===== src/rtl/event_record_src_arbiter.sv =====
// event_record_src_arbiter
//
// Two-source, burst-aware arbiter in front of the event-record unpacker.
// Source 0 is the UART bridge, source 1 the internal record generator. A grant
// is held from the first beat of a burst through tlast, so bursts never
// interleave. The selected beat is registered in a single output stage that
// also carries the source ID (m_tid).
//
// Ports:
//   clk, rst_n            clock, asynchronous active-low reset
//   cfg_enable            0 blocks new grants; a burst in progress completes
//   cfg_fixed_prio        1 = source 0 always wins, 0 = round-robin
//   s0_* / s1_*           AXI-Stream slave inputs (tdata/tvalid/tready/tlast)
//   m_*                   registered AXI-Stream master output plus m_tid
//   busy                  a burst is currently granted
//   cnt_s0_rec/cnt_s1_rec beats forwarded per source
//   cnt_stall             cycles with m_tvalid=1 and m_tready=0
//
// Build option: define ARB_STATS_EN to implement the three statistics
// counters; otherwise the counter ports are tied to zero.

module event_record_src_arbiter #(
  parameter int unsigned DATA_W = 256
) (
  input  logic              clk,
  input  logic              rst_n,
  input  logic              cfg_enable,
  input  logic              cfg_fixed_prio,
  input  logic [DATA_W-1:0] s0_tdata,
  input  logic              s0_tvalid,
  output logic              s0_tready,
  input  logic              s0_tlast,
  input  logic [DATA_W-1:0] s1_tdata,
  input  logic              s1_tvalid,
  output logic              s1_tready,
  input  logic              s1_tlast,
  output logic [DATA_W-1:0] m_tdata,
  output logic              m_tvalid,
  input  logic              m_tready,
  output logic              m_tlast,
  output logic              m_tid,
  output logic              busy,
  output logic [31:0]       cnt_s0_rec,
  output logic [31:0]       cnt_s1_rec,
  output logic [31:0]       cnt_stall
);

  typedef enum logic [1:0] {StIdle, StG0, StG1} state_e;

  state_e            state_q, state_d;
  logic              last_grant_q, last_grant_d;
  logic [DATA_W-1:0] m_tdata_q;
  logic              m_tvalid_q, m_tlast_q, m_tid_q;

  logic              out_rdy;
  logic              any_valid;
  logic              win_now;
  logic              win_next;
  logic              sel;
  logic              sel_en;
  logic              sel_last;
  logic              acc;

  // Winner when both request: fixed priority favours source 0, otherwise the
  // source that did not win last time.
  function automatic logic arb_pick(logic v0, logic v1, logic fixed, logic lg);
    if (v0 && !v1) return 1'b0;
    if (v1 && !v0) return 1'b1;
    if (fixed)     return 1'b0;
    return ~lg;
  endfunction

  always_comb begin
    out_rdy   = m_tready || !m_tvalid_q;
    any_valid = s0_tvalid || s1_tvalid;
    win_now   = arb_pick(s0_tvalid, s1_tvalid, cfg_fixed_prio, last_grant_q);
    sel       = 1'b0;
    sel_en    = 1'b0;
    unique case (state_q)
      StIdle: begin
        sel    = win_now;
        sel_en = cfg_enable && any_valid;
      end
      StG0: begin
        sel    = 1'b0;
        sel_en = 1'b1;
      end
      StG1: begin
        sel    = 1'b1;
        sel_en = 1'b1;
      end
      default: ;
    endcase

    // rst_n gating keeps both readies low for the whole reset pulse.
    s0_tready = rst_n && sel_en && !sel && out_rdy;
    s1_tready = rst_n && sel_en &&  sel && out_rdy;
    acc       = (s0_tvalid && s0_tready) || (s1_tvalid && s1_tready);
    sel_last  = sel ? s1_tlast : s0_tlast;

    // Re-arbitration at end of burst sees the just-finished source as last_grant,
    // which lets the next burst start on the following cycle without a bubble.
    win_next     = arb_pick(s0_tvalid, s1_tvalid, cfg_fixed_prio, sel);
    state_d      = state_q;
    last_grant_d = last_grant_q;
    if (acc) begin
      last_grant_d = sel;
      if (!sel_last) begin
        state_d = sel ? StG1 : StG0;
      end else if (cfg_enable && any_valid) begin
        state_d = win_next ? StG1 : StG0;
      end else begin
        state_d = StIdle;
      end
    end
  end

  always_ff @(posedge clk or negedge rst_n) begin
    if (!rst_n) begin
      state_q      <= StIdle;
      last_grant_q <= 1'b1;
    end else begin
      state_q      <= state_d;
      last_grant_q <= last_grant_d;
    end
  end

  // Output stage: a load takes priority over clearing on an output handshake.
  always_ff @(posedge clk or negedge rst_n) begin
    if (!rst_n) begin
      m_tdata_q  <= '0;
      m_tvalid_q <= 1'b0;
      m_tlast_q  <= 1'b0;
      m_tid_q    <= 1'b0;
    end else if (acc) begin
      m_tdata_q  <= sel ? s1_tdata : s0_tdata;
      m_tvalid_q <= 1'b1;
      m_tlast_q  <= sel_last;
      m_tid_q    <= sel;
    end else if (m_tvalid_q && m_tready) begin
      m_tvalid_q <= 1'b0;
      m_tlast_q  <= 1'b0;
    end
  end

  assign m_tdata  = m_tdata_q;
  assign m_tvalid = m_tvalid_q;
  assign m_tlast  = m_tlast_q;
  assign m_tid    = m_tid_q;
  assign busy     = (state_q != StIdle);

`ifdef ARB_STATS_EN
  logic [31:0] cnt_s0_q, cnt_s1_q, cnt_stall_q;

  // Counters wrap naturally at 2^32.
  always_ff @(posedge clk or negedge rst_n) begin
    if (!rst_n) begin
      cnt_s0_q    <= '0;
      cnt_s1_q    <= '0;
      cnt_stall_q <= '0;
    end else begin
      if (s0_tvalid && s0_tready) cnt_s0_q <= cnt_s0_q + 32'd1;
      if (s1_tvalid && s1_tready) cnt_s1_q <= cnt_s1_q + 32'd1;
      if (m_tvalid_q && !m_tready) cnt_stall_q <= cnt_stall_q + 32'd1;
    end
  end

  assign cnt_s0_rec = cnt_s0_q;
  assign cnt_s1_rec = cnt_s1_q;
  assign cnt_stall  = cnt_stall_q;
`else
  assign cnt_s0_rec = '0;
  assign cnt_s1_rec = '0;
  assign cnt_stall  = '0;
`endif

endmodule


===== config.mk =====
export PLATFORM = sky130hd
export DESIGN_NAME = event_record_src_arbiter
export DESIGN_NICKNAME = d
export VERILOG_FILES = /design/src/rtl/event_record_src_arbiter.sv
export SDC_FILE = /design/constraint.sdc
export NUM_CORES = 1
export LEC_CHECK = 0
export CAP_MARGIN = 40
export CELL_PAD_IN_SITES_DETAIL_PLACEMENT = 1
export CELL_PAD_IN_SITES_GLOBAL_PLACEMENT = 2
export CORE_AREA = 10 10 332 334
export CTS_CLUSTER_DIAMETER = 40
export DETAILED_ROUTE_END_ITERATION = 10
export DIE_AREA = 0 0 342 344
export PLACE_DENSITY_LB_ADDON = 0.25
export SETUP_SLACK_MARGIN = 0.3
export SKIP_CTS_REPAIR_TIMING = 1
export SLEW_MARGIN = 5
export SYNTH_ARGS = -nofsm -noshare
export SYNTH_HDL_FRONTEND = slang
export SYNTH_SLANG_ARGS = --single-unit

===== constraint.sdc =====
create_clock -name clk -period 3.2 [get_ports clk]
set_clock_uncertainty 0.15 [all_clocks]
set_input_delay 0.32 -clock clk [delete_from_list [all_inputs] [get_ports clk]]
set_output_delay 0.32 -clock clk [all_outputs]
set_load 0.005 [all_outputs]

# Word-level counts from Yosys, hierarchy flattened
# Cells that the tools add are included.
[word_totals]
mem_count = 0
elab_cells = 58
latch_bits = 0
mem_bits_ro = 0
reg_bits = 262
ramBits = 0
inputBits = 521
output_inout_bits = 358
[classes]
n_eq_ne = 2
addsub = 0
magnitude_cmp = 0
div_mod_pow = 0
muxes = 26
n_reduce_logical = 22
mul = 0
bitwise = 2
shifts = 0
[ops]
columns = ["cell", "count"]
rows = [
  ["two-way mux 256 bit", 1],
  ["two-way mux 1 bit", 19],
  ["logical AND 1 bit", 11],
  ["two-way mux 2 bit", 4],
  ["logical NOT 1 bit", 4],
  ["case mux 1 bit (2 select lines)", 2],
  ["nonzero test 2 bit", 2],
  ["logical OR 1 bit", 3],
  ["equality test 2 x 1 -> 1 bit (second input constant)", 1],
  ["equality test 2 bit (second input constant)", 1],
  ["logical NOT 2 bit", 1],
  ["inverter 1 bit", 2],
  ["OR reduction 2 bit", 1],
]

# Depth between registers and ports, before layout
[depth]
ltp_word = 17
ltp_mapped = 10
depth_no_buf = 7

# Worst setup path before layout
# No wires, ideal clock.
[synth_path]
path_kind = "register to register"
from = "reg state_q[0]"
to = "reg m_tdata_q[155] (netlist: m_tdata[155])"
synth_period_minus_slack_ns = 1.978
path_stages_with_launch = 10
arrival_time_ns = 1.698
setup_ns = 0.130
n_path_buf = 3
t_required_ns = 2.920
slack_ns = 1.222
path_cell_list = "dfrtp_1 inv_1 ha_1 o211a_1 o2111ai_2 a21oi_1 buf_4 buf_2 buf_2 a31oi_1"
[synth_between]
elab_chain_len = 8
word_cells_on_any_way = 16
cone_classes = "eq/ne: 2; mux: 3; reduce/logical: 11"
[synth_lines]
columns = ["element", "line_no", "source"]
rows = [
  ["start: declaration", "50", "state_e state_q, state_d;"],
  ["start signal: assignment", "120", "state_q <= StIdle;"],
  ["start signal: assignment", "123", "state_q <= state_d;"],
  ["equality test 2 bit or equality test 2 x 1 -> 1 bit (tied branches)", "79", "unique case (state_q)"],
  ["OR reduction 2 bit (no line)", "-", ""],
  ["case mux 1 bit (2 select lines)", "79", ""],
  ["logical AND 1 bit", "96, 97", ""],
  ["logical AND 1 bit, on equally long branches (2 in series)", "96, 97", ""],
  ["logical AND 1 bit", "98", "acc = (s0_tvalid && s0_tready) || (s1_tvalid && s1_tready);"],
  ["logical OR 1 bit", "98", ""],
  ["end signal: assignment", "136", "m_tdata_q <= sel ? s1_tdata : s0_tdata;"],
  ["end: declaration", "52", "logic [DATA_W-1:0] m_tdata_q;"],
]
# Several ways; a longest one is shown, not always the timed one.
# A chain may end at the register's enable or synchronous reset.

# Final worst setup path
[layout_path]
from = "reg state_q[1]"
to = "out s1_tready"
[layout_between]
elab_chain_len = 6
word_cells_on_any_way = 9
cone_classes = "eq/ne: 2; mux: 2; reduce/logical: 5"
[layout_lines]
columns = ["element", "line_no", "source"]
rows = [
  ["equality test 2 bit or equality test 2 x 1 -> 1 bit (tied branches)", "79", ""],
  ["OR reduction 2 bit (no line)", "-", ""],
  ["case mux 1 bit (2 select lines)", "79", ""],
  ["logical AND 1 bit", "97", "s1_tready = rst_n && sel_en && sel && out_rdy;"],
  ["logical AND 1 bit * (2 in series)", "97", ""],
  ["end: declaration", "35", "output logic s1_tready,"],
]
# Every way passes the cells marked *; elsewhere a longest branch is shown, timed or not.

==> qor.csv <==
metric;value;unit
pwr dens;497;mW/mm^2
DIE HEIGHT;344;um
via count;13900;
clk sinks;262;
Rel. slew slack;30.9;%
root buffer cell;clkbuf_16;
Ports;879;
worst hold path class;input pin to flop;
Yosys warnings;0;
largest family of logic cells by synthesized area;simple AND/OR/NAND/NOR gates;
global-route wire length before repair;111000;um
Crit. End Element;output pin;
post-synthesis mux area share;0;%
row cnt;118;
r2r startpoint;state_q[1];
fin. max-slew vios;0;
placed cell count;3632;
Synth Area in Compound Gates;13.6;%
Pwr Total;0.0123;W
GP Congestion;0.805;
drt wl/cell;20.8;um
status;finished, final reports clean;
RSZ-0062 raised after global routing;false;
initial antenna violation count;18;
final antenna-violating net count;0;
share of cells above drive strength 1;7.65;%
initial core utilization;12.4;%
startpoint types;flop;
vias per std cell;3.67;
Final HPWL DP;61000;um
Nets;2865;
core footprint;0.103;sq mm
Die Wd;342;um
setup_tns;0;ps
worst hold start;s1_tdata[129];
cell accounting for the most synthesized area;dfrtp_1;
mapped cell area;0.0128;sq mm
Iteration-0 DRC Markers;480;
Seq/Total Area, Yosys;51.2;%
final hold vios;0;
leakage;10.6;nW
post-synthesis simple-gate area fraction;23.5;%
final core utilization;23.9;%
Worst EP required;2730;ps
most common cell after layout, fill and taps aside;clkdlybuf4s50_1;
WS Path Type;flop to output pin;
Synth area leaders;dfrtp_1 51%, nand2_1 15%, a31oi_1 13%, nor2_1 7.7%, buf_4 6.2%;
Mapped Avg Cell Area;8.28;sq um
register bit total from synthesis;262;
vias in the first global route;15800;
final hold slack;119;ps
Area Growth Syn to Fin;92.7;%
CTS Buffer Depth;3;
Setup crit start;state_q[1];
synthesized instance count;1548;
DRT Pass-1 Iters;4;
top cell type's share of synthesized area;51.0;%
H-tree Lvls;3;
total gr overflow;0;
detailed-route DRC error count;0;
final setup vio count;0;
fmax;0.389;GHz
later-pin clock latency in the skew report;610;ps
post-synthesis adder-cell area fraction;0.293;%
Die ar.;0.118;sq mm
worst-path fanout max;6;
Least-Margin Pin Slew;1040;ps
max-capacitance violation count;0;
largest net degree at the start of global routing;123;
CTS clk-pin slew, worst paths;50;ps
GRT Total Usage;12.7;%
part of the cycle the worst path needs;80.3;%
commonest non-fill, non-tap cells in the layout;779 x clkdlybuf4s50_1, 519 x nand2_1, 261 x nor2_1, 261 x dfrtp_1, 256 x a31oi_1;
total routed wirelength;79000;um
Num CTS Buffers;85;
CTS tree;yes;
Tmin final;2570;ps
number of I/O port buffers;782;
maximum vdd ir drop;298;uV
xor and xnor area share after synthesis;0;%
library cells used by synthesis;28;
Final Non-Filler Cells;3799;
WP data arrival;2100;ps
-- cell families after synthesis --
kind of cell / Yosys count
buf+inv: 216
simple gates: 793
compound gates: 273
fa+ha+maj: 3
other cells: 1
flops: 262
-- worst max-delay path: stages (launching register included) --
cell	delay, ps
dfrtp_1	420
inv_1	130
ha_4	180
o211a_1	210
o2111ai_4	180
nor2_1	160
dlymetal6s2s_1	210
-- metrics by stage --
| stage | instance area (sq um) | worst slack (ps) |
|---|---|---|
| floorplan | 13200 | 1220 |
| global placement | 21800 | 453 |
| detailed placement | 21800 | 403 |
| CTS | 24600 | 24.5 |
| global route | 24700 | 490 |
| finish | 24700 | 630 |
-- state kept, by name, indices dropped and copies added (netlist names) --
name          cells
m_tvalid          1
state_q           2
m_tdata         256
m_tid             1
m_tlast           1
last_grant_q      1
-- final timing paths --
kind	endpoint	slack, ps	cells past startpoint
hold / removal	m_tdata[129]	120	3
setup / recovery	s1_tready	630	6
max in group asynchronous	m_tdata[205]	1400	4
hold reg to reg	last_grant_q	320	2
setup reg to reg	m_tdata[110]	700	9
min in group asynchronous	m_tdata[78]	260	3
-- metal layers --
layer	track usage [%]	wire [um]
met5	0	41
met4	5.42	2200
met3	4.63	6340
met2	23.0	41200
met1	13.2	29200
-- cell type report --
type,instances,area (sq um)
clock buffers,124,2550
flip-flops and latches,262,6560
multi-input cells,1165,5200
inverters,6,22.5
fillers,12000,78500
well taps,1380,1730
diodes,15,37.5
clock inverters,26,244
repair buffers,821,8350
-- power by group --
group / switching [W] / internal [W]
combinational: 0.000279 / 0.000594
clock: 0.00242 / 0.00565
sequential: 0 / 0.00333
total: 0.00269 / 0.00957
-- synthesized netlist by cell type, drive strengths merged --
cell / n
and2: 1
nor2b: 1
and3: 1
a2bb2oi: 2
a222oi: 1
dfrtp: 261
a21o: 3
nor2: 263
nand3: 4
a211oi: 1
a2111o: 1
o21ai: 5
o211a: 1
nand2b: 4
dfstp: 1
ha: 3
inv: 6
o2111ai: 1
nand2: 519
clkbuf: 7
a31oi: 256
a21oi: 2
conb: 1
buf: 203
No activity file was read; power rests on OpenSTA's default activity.
